`src/rtl/ud_counter_param.sv`:
```
// ud_counter_param: parametrised up/down counter with modulus MAX_VAL+1,
// synchronous clamped load, combinational terminal count and a registered
// one-cycle wrap pulse.
// Optional feature macro: UDC_SATURATE_EN -- when defined the counter clamps
// at the range ends instead of wrapping, and Wrap pulses on each clamped step.
module ud_counter_param #(
    parameter int WIDTH   = 8,
    parameter int MAX_VAL = 255
) (
    input  logic             Clk,
    input  logic             Rst,
    input  logic             E,
    input  logic             U,
    input  logic             Ld,
    input  logic [WIDTH-1:0] D,
    output logic [WIDTH-1:0] Cnt,
    output logic             Tc,
    output logic             Wrap
);

    // Highest legal count expressed at the counter width.
    localparam logic [WIDTH-1:0] MAX_C = WIDTH'(MAX_VAL);

    logic [WIDTH-1:0] cnt_q;
    logic [WIDTH-1:0] cnt_d;
    logic             wrap_q;
    logic             wrap_d;
    logic             at_max;
    logic             at_zero;

    assign at_max  = (cnt_q == MAX_C);
    assign at_zero = (cnt_q == '0);

    // Next-state selection: load beats counting, counting beats hold.
    always_comb begin
        cnt_d  = cnt_q;
        wrap_d = 1'b0;
        if (Ld) begin
            // Clamp loads so an out-of-range count can never be reached.
            cnt_d = (D > MAX_C) ? MAX_C : D;
        end else if (E) begin
            if (U) begin
                if (at_max) begin
`ifdef UDC_SATURATE_EN
                    cnt_d = MAX_C;
`else
                    cnt_d = '0;
`endif
                    wrap_d = 1'b1;
                end else begin
                    cnt_d = cnt_q + 1'b1;
                end
            end else begin
                if (at_zero) begin
`ifdef UDC_SATURATE_EN
                    cnt_d = '0;
`else
                    cnt_d = MAX_C;
`endif
                    wrap_d = 1'b1;
                end else begin
                    cnt_d = cnt_q - 1'b1;
                end
            end
        end
    end

    // State register with synchronous reset overriding load and count.
    always_ff @(posedge Clk) begin
        if (Rst) begin
            cnt_q  <= '0;
            wrap_q <= 1'b0;
        end else begin
            cnt_q  <= cnt_d;
            wrap_q <= wrap_d;
        end
    end

    // Terminal count qualifies the current count for cascading into the next stage.
    assign Tc   = E & ((U & at_max) | (~U & at_zero));
    assign Cnt  = cnt_q;
    assign Wrap = wrap_q;

endmodule
```
`config.mk`:
```
export PLATFORM = sky130hd
export DESIGN_NAME = ud_counter_param
export DESIGN_NICKNAME = d
export VERILOG_FILES = /design/src/rtl/ud_counter_param.sv
export SDC_FILE = /design/constraint.sdc
export NUM_CORES = 1
export LEC_CHECK = 0
export BUFFER_PORTS_ARGS = -buffer_cell sky130_fd_sc_hd__buf_4
export CORE_MARGIN = 5
export CORE_UTILIZATION = 40
export DETAILED_ROUTE_END_ITERATION = 16
export PLACE_DENSITY = 0.61
export SYNTH_ARGS = -nofsm -noshare
export SYNTH_HDL_FRONTEND = slang
export SYNTH_SLANG_ARGS = --single-unit
```
`constraint.sdc`:
```
create_clock -name Clk -period 1.9 [get_ports Clk]
set_input_delay 0.095 -clock Clk [delete_from_list [all_inputs] [get_ports Clk]]
set_output_delay 0.095 -clock Clk [all_outputs]
set_load 0.02 [all_outputs]
```
==> Word level (Yosys, flattened, before mapping) <==
Index checks and enable logic that the tools add are counted.
{ "op_classes": {"addsub": 2, "n_lt_le_gt_ge": 1, "eq_ne": 1, "mux": 9, "bitwise": 6, "reduce_logical": 3} }
{ "ops": {"columns": ["operator", "count"], "rows": [
  ["$mux W8", 6],
  ["$add A8 B1 Y8 const B", 1],
  ["$eq A8 B8 Y1 const B", 1],
  ["$gt A8 B8 Y1 const B", 1],
  ["$logic_not A8 Y1", 1],
  ["$sub A8 B1 Y8 const B", 1],
  ["$and A1 B1 Y1", 3],
  ["$mux W1", 3],
  ["$reduce_or A3 Y1", 1],
  ["$not A1 Y1", 2],
  ["$reduce_bool A2 Y1", 1],
  ["$or A1 B1 Y1", 1]
]} }
{ "word_totals": {"regBits": 9, "in_bits": 13, "output_inout_bits": 10, "word_cells": 24} }

==> Depth between registers and ports, before layout <==
Gate-level depths: netlist of run 1.
{ "depth": {"depth_word": 5, "depth_mapped": 8, "depth_no_buf": 7} }

==> Least setup slack after synthesis of run 1 <==
OpenSTA, ideal clock, no wires.
{ "synth_timing": {"kind": "register to register", "startpoint": "register cnt_q[0] (netlist: Cnt[0])", "endpoint": "register cnt_q[5] (netlist: Cnt[5])", "setup_time_ns": 0.122, "arrival_ns": 1.736, "required_time_ns": 1.778, "slack_ns": 0.042, "stages_incl_launch_ff": 9, "path_buffers": 1, "synth_period_minus_slack_ns": 1.858, "cell_sequence": "dfxtp_1 -> clkbuf_1 -> inv_1 -> ha_1 -> nor3b_1 -> o21a_1 -> o211ai_1 -> o211ai_1 -> o311a_1"} }
{ "synth_between": {"elab_chain_cells": 5, "word_cells_on_any_way": 9, "classes_between": "add/sub (2); eq/ne (1); mux (5); reduce/logical (1)"} }
{ "synth_lines": {"columns": ["element", "line", "source"], "rows": [
  ["from (decl)", "24", "logic [WIDTH-1:0] cnt_q;"],
  ["from (signal assigned)", "74", "cnt_q <= cnt_d;"],
  ["$sub A8 B1 Y8 (tied with other cells)", "62", "cnt_d = cnt_q - 1'b1;"],
  ["$mux W8, on equally long branches", "54, 43", null],
  ["$mux W8 (*)", "42", "if (U) begin"],
  ["$mux W8 (*)", "41", "end else if (E) begin"],
  ["$mux W8 (*)", "38", "if (Ld) begin"]
]} }
Every way passes the cells marked *; elsewhere a longest branch is shown, timed or not. The select of a mux whose other input is x is not followed.
A chain may end at the register's enable or synchronous reset.

==> Final worst setup path of run 1 <==
{ "layout_timing": {"startpoint": "register cnt_q[2] (netlist: Cnt[2])", "endpoint": "output Tc"} }
{ "layout_between": {"elab_chain_cells": 4, "word_cells_on_any_way": 6, "classes_between": "eq/ne (1); bitwise (4); reduce/logical (1)"} }
{ "layout_lines": {"columns": ["element", "line", "source"], "rows": [
  ["$eq A8 B8 Y1 / $logic_not A8 Y1 (equally long branches)", "31, 32", null],
  ["$and A1 B1 Y1", "80", "assign Tc = E & ((U & at_max) | (~U & at_zero));"],
  ["$or A1 B1 Y1 (*)", "80", null],
  ["$and A1 B1 Y1 (*)", "80", null],
  ["to (decl)", "17", "output logic Tc,"]
]} }
Every way passes the cells marked *; elsewhere a longest branch is shown, timed or not.

==> flow_metrics.env, run 1 <==
export IMPL_multi_input_comb_area_um2=598
export IMPL_p_leak_uw=0.000453
export IMPL_drt_total_wl_um=2210
export IMPL_path_delay_family="simple AND/OR/NAND/NOR gates"
export IMPL_clkPwrFrac=0.244
export IMPL_drtIter0Drc=17
export IMPL_final_util=0.498
export IMPL_drc_errors=0
export IMPL_dp_hpwl_um=1660
export IMPL_avgViaCountPerCell=5.41
export IMPL_ys_top_cells_by_area="dfxtp_1 (20%), a21oi_1 (7.9%), nor2_1 (5.9%)"
export IMPL_start_util=0.408
export IMPL_cp_max_fo=5
export IMPL_internal_power_uw=413
export IMPL_cts_buffers=3
export IMPL_postPlaceCellArea_um2=1020
export IMPL_critPathLaunchType="flop"
export IMPL_min_period_over_period=0.942
export IMPL_cts_sinks=9
export IMPL_cts_tree="built"
export IMPL_slowest_stage="dfxtp_2"
export IMPL_regArea_um2=188
export IMPL_setup_viol=0
export IMPL_syn_num_nets=133
export IMPL_critPathKind="reg2out"
export IMPL_p_sw_uw=239
export IMPL_critPathCaptureType="output pin"
export IMPL_synthToLayoutAreaGrowth_pct=21.9
export IMPL_outcome="completed"
export IMPL_ys_seq_area_frac=0.203
export IMPL_pwr_share_comb=0.406
export IMPL_io_pins=23
export IMPL_grt_pass1_wl_um=3780
export IMPL_grtUsageTotal=0.145
export IMPL_hold_path_class="in2reg"
export IMPL_grt_ovfl_total=0
export IMPL_root_buffer="clkbuf_4"
export IMPL_final_min_clock_period_ns=1.79
export IMPL_fin_area_um2=1080
export IMPL_cts_reportedPaths_clkPinSlew_ns=0.06
export IMPL_firstDrtPassIters=4
export IMPL_yosys_area_top_type="dfxtp_1"
export IMPL_tns_ns=0
export IMPL_avgSynthCellArea_um2=7.57
export IMPL_vias=893
export IMPL_hold_buffers=0
export IMPL_core_area_um2=2170
export IMPL_maxSlewViolCount=0
export IMPL_io_buffers=22
export IMPL_yosys_warnings=0
export IMPL_max_slew_worst_pin_slew_ns=0.346
export IMPL_die_area_um2=3260
export IMPL_insertion_delay_ns=0.27
export IMPL_power_density_nw_per_um2=604
export IMPL_synthArstFlopShare=0
export IMPL_fillers=225
export IMPL_n_antenna_cell=0
export IMPL_drive_gt1_frac=0.336
export IMPL_syn_inst=117
export IMPL_switching_share=0.367
export IMPL_cp_cell_sequence="and4_1 > nand4_1 > or2_1 > o21ai_1 > and2_2 > buf_4"
export IMPL_ys_flop_type="dfxtp_1"
export IMPL_synth_cell_types=41
export IMPL_hold_viol=0
export IMPL_fmax_ghz=0.559
export IMPL_crit_required_ns=1.80
export IMPL_ant_nets=0
export IMPL_grt_max_degree=21
export IMPL_gp_congestion=0.922
export IMPL_die_h_um=57.1
export IMPL_power_frac_seq=0.350
export IMPL_die_w_um=57.1
export IMPL_cts_buffer_depth=2
export IMPL_synth_edf_count=0
export IMPL_post_drt_wl_per_cell_um=13.4
export IMPL_slew_headroom=0.769
export IMPL_clock_skew_ns=0.00382
export IMPL_num_rows=17
export IMPL_synth_top_area_frac=0.203
export IMPL_synth_seq_cells=9
export IMPL_htreeDepth=1
export IMPL_antenna_found_initial=0
export IMPL_ir_worst_vdd_uv=362
export IMPL_slowest_delay_ns=0.37
export IMPL_cap_violations=0
export IMPL_crit_arrival_ns=1.69
export IMPL_path_buf_inv=1
export IMPL_netlist_area_um2=886
export IMPL_grt_pass1_vias=828
export IMPL_nets=154
## routing by layer
metal | wire length (µm) | GRT usage
met1 | 960 | 0.173
met2 | 1040 | 0.246
met3 | 171 | 0.0588
met4 | 34 | 0.0298
met5 | 0 | 0
## repair_timing
action	CTS	global route
setup buffers	0	1
pin swaps	0	1
setup endpoints to repair	1	1
gates resized for setup	2	7
## logic make-up (layout without fill, tap and decap cells)
kind of cell / Yosys count / in the layout / synth area share
xor gates and xnor gates: 6 / 6 / 0.0593
and+or+nand+nor: 47 / 47 / 0.294
buffers and inverters: 18 / 38 / 0.137
adders and majority gates: 3 / 3 / 0.0424
DFF: 9 / 9 / 0.203
muxes: 2 / 2 / 0.0226
AOI/OAI and AO/OA: 32 / 32 / 0.242
## sequential cells by signal, summed over array words and instances, names as in the netlist
name	flops
Wrap	1
Cnt	8
## layout by cell type (no fill, tap or decap), drive strengths merged, types with 3 or more instances in the layout
master / instances
xnor2: 5
o21ai: 4
nand3: 5
buf: 28
a21oi: 14
nand4: 4
clkbuf: 4
nor3: 6
nor2: 14
ha: 3
dfxtp: 9
inv: 6
nand2: 7
## worst paths after layout
path	from	endpoint	slack [ns]	cells after the start
worst max-delay path	Cnt[2]	Tc	0.11	6
worst min-delay path	D[1]	Cnt[1]	0.07	3
worst max register to register	Cnt[1]	Cnt[5]	0.31	7
worst min register to register	Cnt[2]	Cnt[2]	0.63	3
## power by group through the flow
| stage | Sequential [µW] | Combinational [µW] | Clock [µW] |
|---|---|---|---|
| 2_1_floorplan | 238 | 182 | 0 |
| 3_3_place_gp | 229 | 251 | 0 |
| 3_5_place_dp | 229 | 253 | 0 |
| 4_1_cts | 226 | 256 | 160 |
| 5_1_grt | 232 | 294 | 174 |
| 6_report | 228 | 265 | 159 |
## worst reg2reg max path: cells and delay by family, from the launching register on
family / cells / cell delay, ns
AND/OR/NAND/NOR: 1 / 0.16
buffers and inverters: 1 / 0.09
AO/OA/AOI/OAI: 4 / 0.63
flip-flops: 1 / 0.42
adder cells (fa/ha/maj): 1 / 0.20
## synth_stat cells (all sizes together), types with 2 or more instances
cell type and n:
o31ai 2, o21ai 4, xnor2 5, nand4 4, nor3b 2, dfxtp 9
nand2 7, a21o 2, mux2i 2, nor2 14, inv 6, clkbuf 6
buf 6, a21oi 14, ha 3, nand3 5, nor3 6, o211ai 2
## area by class of cell
| class | count | area share |
|---|---|---|
| clock buffers | 4 | 0.0243 |
| inverters | 6 | 0.0209 |
| multi-input cells | 90 | 0.554 |
| flip-flops and latches | 9 | 0.174 |
| well taps | 28 | 0.0324 |
| repair buffers | 28 | 0.195 |
## through the flow
stage               setup WS (ns)  cells  hold slack (ns)  power (µW)
floorplan                  0.0418    117            0.238         420
finish                      0.110    165           0.0673         652
CTS                        0.0105    164           0.0587         643
detailed placement          0.136    160            0.331         483
global route              -0.0100    165           0.0730         699
global placement            0.223    160            0.324         479
Note: power is estimated with default switching activity, not from simulation.
==> run 2: changes to the inputs <==
ABC_AREA = 1   (was not set)
PLACE_DENSITY = 0.6   (was 0.61)
==> run 2 against run 1 <==
Net effect: clock power shrank 4%; cell count increased by 19%; synthesized area increased by 12%.
==> flow_metrics.env, run 2 <==
export IMPL_fin_area_um2=1180
export IMPL_setup_viol=0
export IMPL_synth_xor_area_share=0.0266
export IMPL_avgSynthCellArea_um2=6.82
export IMPL_slowest_stage="dfxtp_2"
export IMPL_core_area_um2=2410
export IMPL_hold_buffers=0
export IMPL_cp_cell_sequence="inv_2 > ha_1 > nand2_2 > nor2_4 > o21bai_1 > nor2_1 > buf_4"
export IMPL_cts_tree="built"
export IMPL_dp_hpwl_um=2080
export IMPL_yosys_area_share_simple=0.438
export IMPL_fillers=248
export IMPL_slew_headroom=0.707
export IMPL_power_density_nw_per_um2=578
export IMPL_grt_max_degree=10
export IMPL_r2r_cells=8
export IMPL_grtUsageTotal=0.164
export IMPL_io_pins=23
export IMPL_grt_pass1_wl_um=4470
export IMPL_holdPathEnd="Wrap"
export IMPL_cap_violations=0
export IMPL_min_period_over_period=0.920
export IMPL_synth_top_area_frac=0.182
export IMPL_ir_worst_vdd_uv=358
export IMPL_ys_flop_type="dfxtp_1"
export IMPL_final_cell_mix="nand2_1 (33), buf_4 (26), nand3_1 (15), nor2_1 (15), inv_1 (7)"
export IMPL_crit_required_ns=1.80
export IMPL_clock_skew_ns=0.0132
export IMPL_ys_seq_area_frac=0.182
export IMPL_synth_edf_count=0
export IMPL_place_inst=193
export IMPL_yosys_warnings=0
export IMPL_synth_top_family_by_area="simple AND/OR/NAND/NOR gates"
export IMPL_hold_viol=0
export IMPL_n_antenna_cell=0
export IMPL_drtIter0Drc=45
export IMPL_final_min_clock_period_ns=1.75
export IMPL_die_h_um=59.7
export IMPL_io_buffers=22
export IMPL_largest_reg_flops=8
export IMPL_cts_reportedPaths_clkPinSlew_ns=0.07
export IMPL_synthMuxAreaShare=0
export IMPL_ant_nets=0
export IMPL_hp_start="Ld"
export IMPL_synthToLayoutAreaGrowth_pct=19.7
export IMPL_postPlaceCellArea_um2=1150
export IMPL_synthArstFlopShare=0
export IMPL_antenna_found_initial=0
export IMPL_drc_errors=0
export IMPL_nets=184
export IMPL_vias=1010
export IMPL_cts_buffer_depth=2
export IMPL_cp_max_fo=8
export IMPL_netlist_area_um2=988
export IMPL_grt_ovfl_total=0
export IMPL_r2r_slack_ns=0.45
export IMPL_synth_seq_cells=9
export IMPL_ys_top_cells_by_count="nand2_1 (33), nand3_1 (15), nor2_1 (15)"
export IMPL_stdcell_count=197
export IMPL_outcome="completed"
export IMPL_gp_congestion=0.850
export IMPL_tns_ns=0
export IMPL_critPathKind="reg2out"
export IMPL_ys_top_cells_by_area="dfxtp_1 (18%), nand2_1 (13%), nand3_1 (7.6%)"
export IMPL_drive_gt1_frac=0.365
export IMPL_hold_depth=2
export IMPL_synth_most_common_cell="nand2_1"
export IMPL_synth_compound_area_frac=0.180
export IMPL_rsz0062_at_grt="false"
export IMPL_syn_num_nets=161
export IMPL_slowest_delay_ns=0.35
export IMPL_p_leak_uw=0.000539
export IMPL_post_drt_wl_per_cell_um=13.0
export IMPL_r2r_start="Cnt[0]"
export IMPL_firstDrtPassIters=5
export IMPL_worst_r2r_endpoint="Cnt[4]"
export IMPL_grt_pass1_vias=970
export IMPL_yosys_area_top_type="dfxtp_1"
export IMPL_htreeDepth=1
export IMPL_max_slew_worst_pin_slew_ns=0.439
export IMPL_critPathLaunchType="flop"
export IMPL_root_buffer="clkbuf_4"
export IMPL_hold_path_class="in2reg"
export IMPL_syn_inst=145
export IMPL_num_rows=18
export IMPL_drt_total_wl_um=2570
export IMPL_cts_sinks=9
export IMPL_fmax_ghz=0.572
export IMPL_start_util=0.410
export IMPL_mostFrequentLayoutCell="nand2_1"
export IMPL_synth_fa_ha_area_frac=0.0380
export IMPL_avgViaCountPerCell=5.13
export IMPL_synth_cell_types=34
export IMPL_insertion_delay_ns=0.27
export IMPL_crit_arrival_ns=1.65
export IMPL_die_w_um=59.7
export IMPL_maxSlewViolCount=0
export IMPL_die_area_um2=3570
export IMPL_critPathCaptureType="output pin"
export IMPL_cts_buffers=3
-- run 2: worst max-delay path, delay by kind of cell (launching register included) --
family / cells / cell delay, ns
simple gates: 3 / 0.36
buf+inv: 2 / 0.30
compound gates: 1 / 0.11
flops: 1 / 0.35
fa+ha+maj: 1 / 0.26
-- run 2: power by group --
group	switching [µW]	internal, µW	total (µW)	leakage (µW)
Combinational	169	122	292	0.000449
Sequential	36.1	205	241	0.0000753
Clock	70.8	80.9	152	0.0000150
-- run 2: through the flow --
| step | setup slack [ns] | total power, µW | hold WS (ns) | utilization |
|---|---|---|---|---|
| global placement | 0.375 | 535 | 0.343 | 0.478 |
| global route | 0.00844 | 744 | 0.0543 | 0.491 |
| finish | 0.152 | 684 | 0.0661 | 0.491 |
| CTS | 0.0196 | 690 | 0.0603 | 0.489 |
| detailed placement | 0.323 | 536 | 0.349 | 0.478 |
| floorplan | 0.245 | 459 | 0.264 | - |
-- run 2: what timing repair did --
action	4_1_cts	5_1_grt
setup endpoints to repair	0	1
hold endpoints to repair	0	0
setup buffers	0	0
resized for setup	0	4
-- run 2: worst max path at each step --
| stage | from | to | depth (start not counted) |
|---|---|---|---|
| floorplan | Cnt[1] | Tc | 6 |
| global placement | Cnt[1] | Tc | 7 |
| detailed placement | Cnt[1] | Tc | 7 |
| CTS | Cnt[1] | Tc | 7 |
| global route | Cnt[1] | Tc | 7 |
| finish | Cnt[0] | Tc | 7 |
-- run 2: final cells by class --
type,instances,area (µm²),share of cell area
Clock buffer,4,26.3,0.0222
Timing Repair Buffer,26,195,0.165
Inverter,13,63.8,0.0539
Tap cell,30,37.5,0.0317
Multi-Input combinational cell,115,677,0.572
Sequential cell,9,184,0.155
-- run 2: cell families after synthesis --
group,count (synthesis)
and+or+nand+nor,82
AOI/OAI and AO/OA,27
buffers and inverters,21
DFF,9
xor gates and xnor gates,3
adders and majority gates,3
-- run 2: per-layer routing --
layer,routed length [µm],vias to the layer above,global-route usage
met2,1240,24,0.255
met4,32,0,0.0475
met1,1190,457,0.223
met5,0,-,0
met3,112,4,0.0432
li1,-,525,-
==> run 3: changes to the inputs <==
BUFFER_PORTS_ARGS = not set   (was -buffer_cell sky130_fd_sc_hd__buf_4)
DONT_BUFFER_PORTS = 1   (was not set)
PLACE_DENSITY = 0.52   (was 0.6)
==> run 3 against run 2 <==
Net effect: combinational power fell by 7.9%; clock skew fell by 0.0046 ns; cell area fell by 8.0%; critical path depth did not move; sequential share of layout area up 1.1 points; worst setup slack worse by 0.015 ns; total power decreased by 2.2%; via count is 4.7% lower; maximum frequency fell by 0.84%.
==> flow_metrics.env, run 3 (synthesized netlist as in run 2, its figures left out) <==
export IMPL_final_util=0.452
export IMPL_drc_errors=0
export IMPL_grt_ovfl_total=0
export IMPL_n_antenna_cell=0
export IMPL_postPlaceCellArea_um2=1030
export IMPL_p_leak_uw=0.000475
export IMPL_place_inst=177
export IMPL_core_area_um2=2410
export IMPL_totalPowerFinal_uw=669
export IMPL_setup_viol=0
export IMPL_crit_required_ns=1.80
export IMPL_tns_ns=0
export IMPL_grt_pass1_vias=953
export IMPL_cts_buffers=3
export IMPL_hold_viol=0
export IMPL_r2r_start="Cnt[2]"
export IMPL_start_util=0.410
export IMPL_slowest_delay_ns=0.40
export IMPL_r2r_cells=9
export IMPL_maxSlewViolCount=0
export IMPL_root_buffer="clkbuf_4"
export IMPL_num_rows=18
export IMPL_drive_gt1_frac=0.273
export IMPL_nets=171
export IMPL_fin_area_um2=1090
export IMPL_hold_path_class="in2reg"
export IMPL_crit_arrival_ns=1.67
export IMPL_critPathKind="reg2out"
export IMPL_vias=963
export IMPL_cts_tree="built"
export IMPL_cap_violations=0
export IMPL_largest_reg_flops=8
export IMPL_drtIter0Drc=19
export IMPL_slew_headroom=0.646
export IMPL_max_slew_worst_pin_slew_ns=0.529
export IMPL_mostFrequentLayoutCell="nand2_1"
export IMPL_power_density_nw_per_um2=615
export IMPL_critPathCaptureType="output pin"
export IMPL_grt_max_degree=11
export IMPL_die_w_um=59.7
export IMPL_holdPathEnd="Wrap"
export IMPL_cts_buffer_depth=2
export IMPL_firstDrtPassIters=4
export IMPL_dp_hpwl_um=2050
export IMPL_ant_nets=0
export IMPL_die_h_um=59.7
export IMPL_insertion_delay_ns=0.27
export IMPL_worst_r2r_endpoint="Cnt[7]"
export IMPL_fmax_ghz=0.567
export IMPL_stdcell_count=184
export IMPL_avgViaCountPerCell=5.23
export IMPL_hold_depth=2
export IMPL_gp_congestion=0.845
export IMPL_ir_worst_vdd_uv=346
export IMPL_final_min_clock_period_ns=1.76
export IMPL_io_pins=23
export IMPL_die_area_um2=3570
export IMPL_drt_total_wl_um=2600
export IMPL_critPathLaunchType="flop"
export IMPL_cp_max_fo=4
export IMPL_cts_reportedPaths_clkPinSlew_ns=0.07
export IMPL_r2r_slack_ns=0.42
export IMPL_outcome="completed"
export IMPL_grtUsageTotal=0.167
export IMPL_cts_sinks=9
export IMPL_slowest_stage="dfxtp_1"
export IMPL_post_drt_wl_per_cell_um=14.1
export IMPL_antenna_found_initial=0
export IMPL_grt_pass1_wl_um=4500
export IMPL_min_period_over_period=0.928
export IMPL_io_buffers=0
export IMPL_rsz0062_at_grt="false"
export IMPL_hp_start="E"
export IMPL_cp_cell_sequence="ha_1 > nand2_4 > nor2_4 > a21oi_2 > o21bai_1 > nor2_1 > buf_4"
export IMPL_final_cell_mix="nand2_1 (33), nand3_1 (15), nor2_1 (15), buf_4 (10), dfxtp_1 (8)"
export IMPL_htreeDepth=1
export IMPL_synthToLayoutAreaGrowth_pct=10.1
export IMPL_clock_skew_ns=0.00867
## run 3: cell count changes in the layout (fill, tap and decap cells not counted), sizes merged
cell,change
buf,-16
dlygate4sd3,+3
## run 3: repair_timing
action                     CTS  global route
hold endpoints to repair     9             0
hold buffers                 3             0
resized for setup            0             1
setup endpoints to repair    0             1
setup buffers                0             0
## run 3: per-stage QoR
stage	setup slack (ns)	hold slack (ns)
floorplan	0.245	0.264
global placement	0.421	0.159
detailed placement	0.391	0.160
CTS	0.0797	0.000735
global route	0.00519	0.00556
finish	0.137	0.00314
## run 3: worst max-delay path: cells and delay by family (launching register included)
family,cells,cell delay [ns]
adders and majority gates,1,0.24
and+or+nand+nor,3,0.32
AOI/OAI and AO/OA,2,0.29
buffers and inverters,1,0.15
DFF,1,0.40
## run 3: where the power goes
part	total (µW)	switching, µW	internal [µW]	leakage, µW
clock	161	79.9	81.3	0.0000150
sequential	239	35.3	204	0.0000747
combinational	269	164	105	0.000385
total	669	279	390	0.000475
## run 3: routing by layer
metal	vias to the layer above	part of all wire	global-route usage
met4	0	0.0092	0.0475
met1	442	0.47	0.229
met2	20	0.47	0.255
met3	4	0.050	0.0432
met5	-	0	0
li1	497	-	-
## run 3: worst max-delay path by stage
stage	start	end	cells past startpoint
global placement	Cnt[1]	Tc	7
floorplan	Cnt[1]	Tc	6
finish	Cnt[0]	Tc	7
CTS	Cnt[1]	Tc	7
global route	Cnt[0]	Tc	7
detailed placement	Cnt[1]	Tc	7
## run 3: cell type report
type,instances,area (µm²)
Clock buffer,4,26.3
Fill cell,244,1320
Inverter,13,63.8
Multi-Input combinational cell,115,674
Sequential cell,9,181
Tap cell,30,37.5
Timing Repair Buffer,13,105
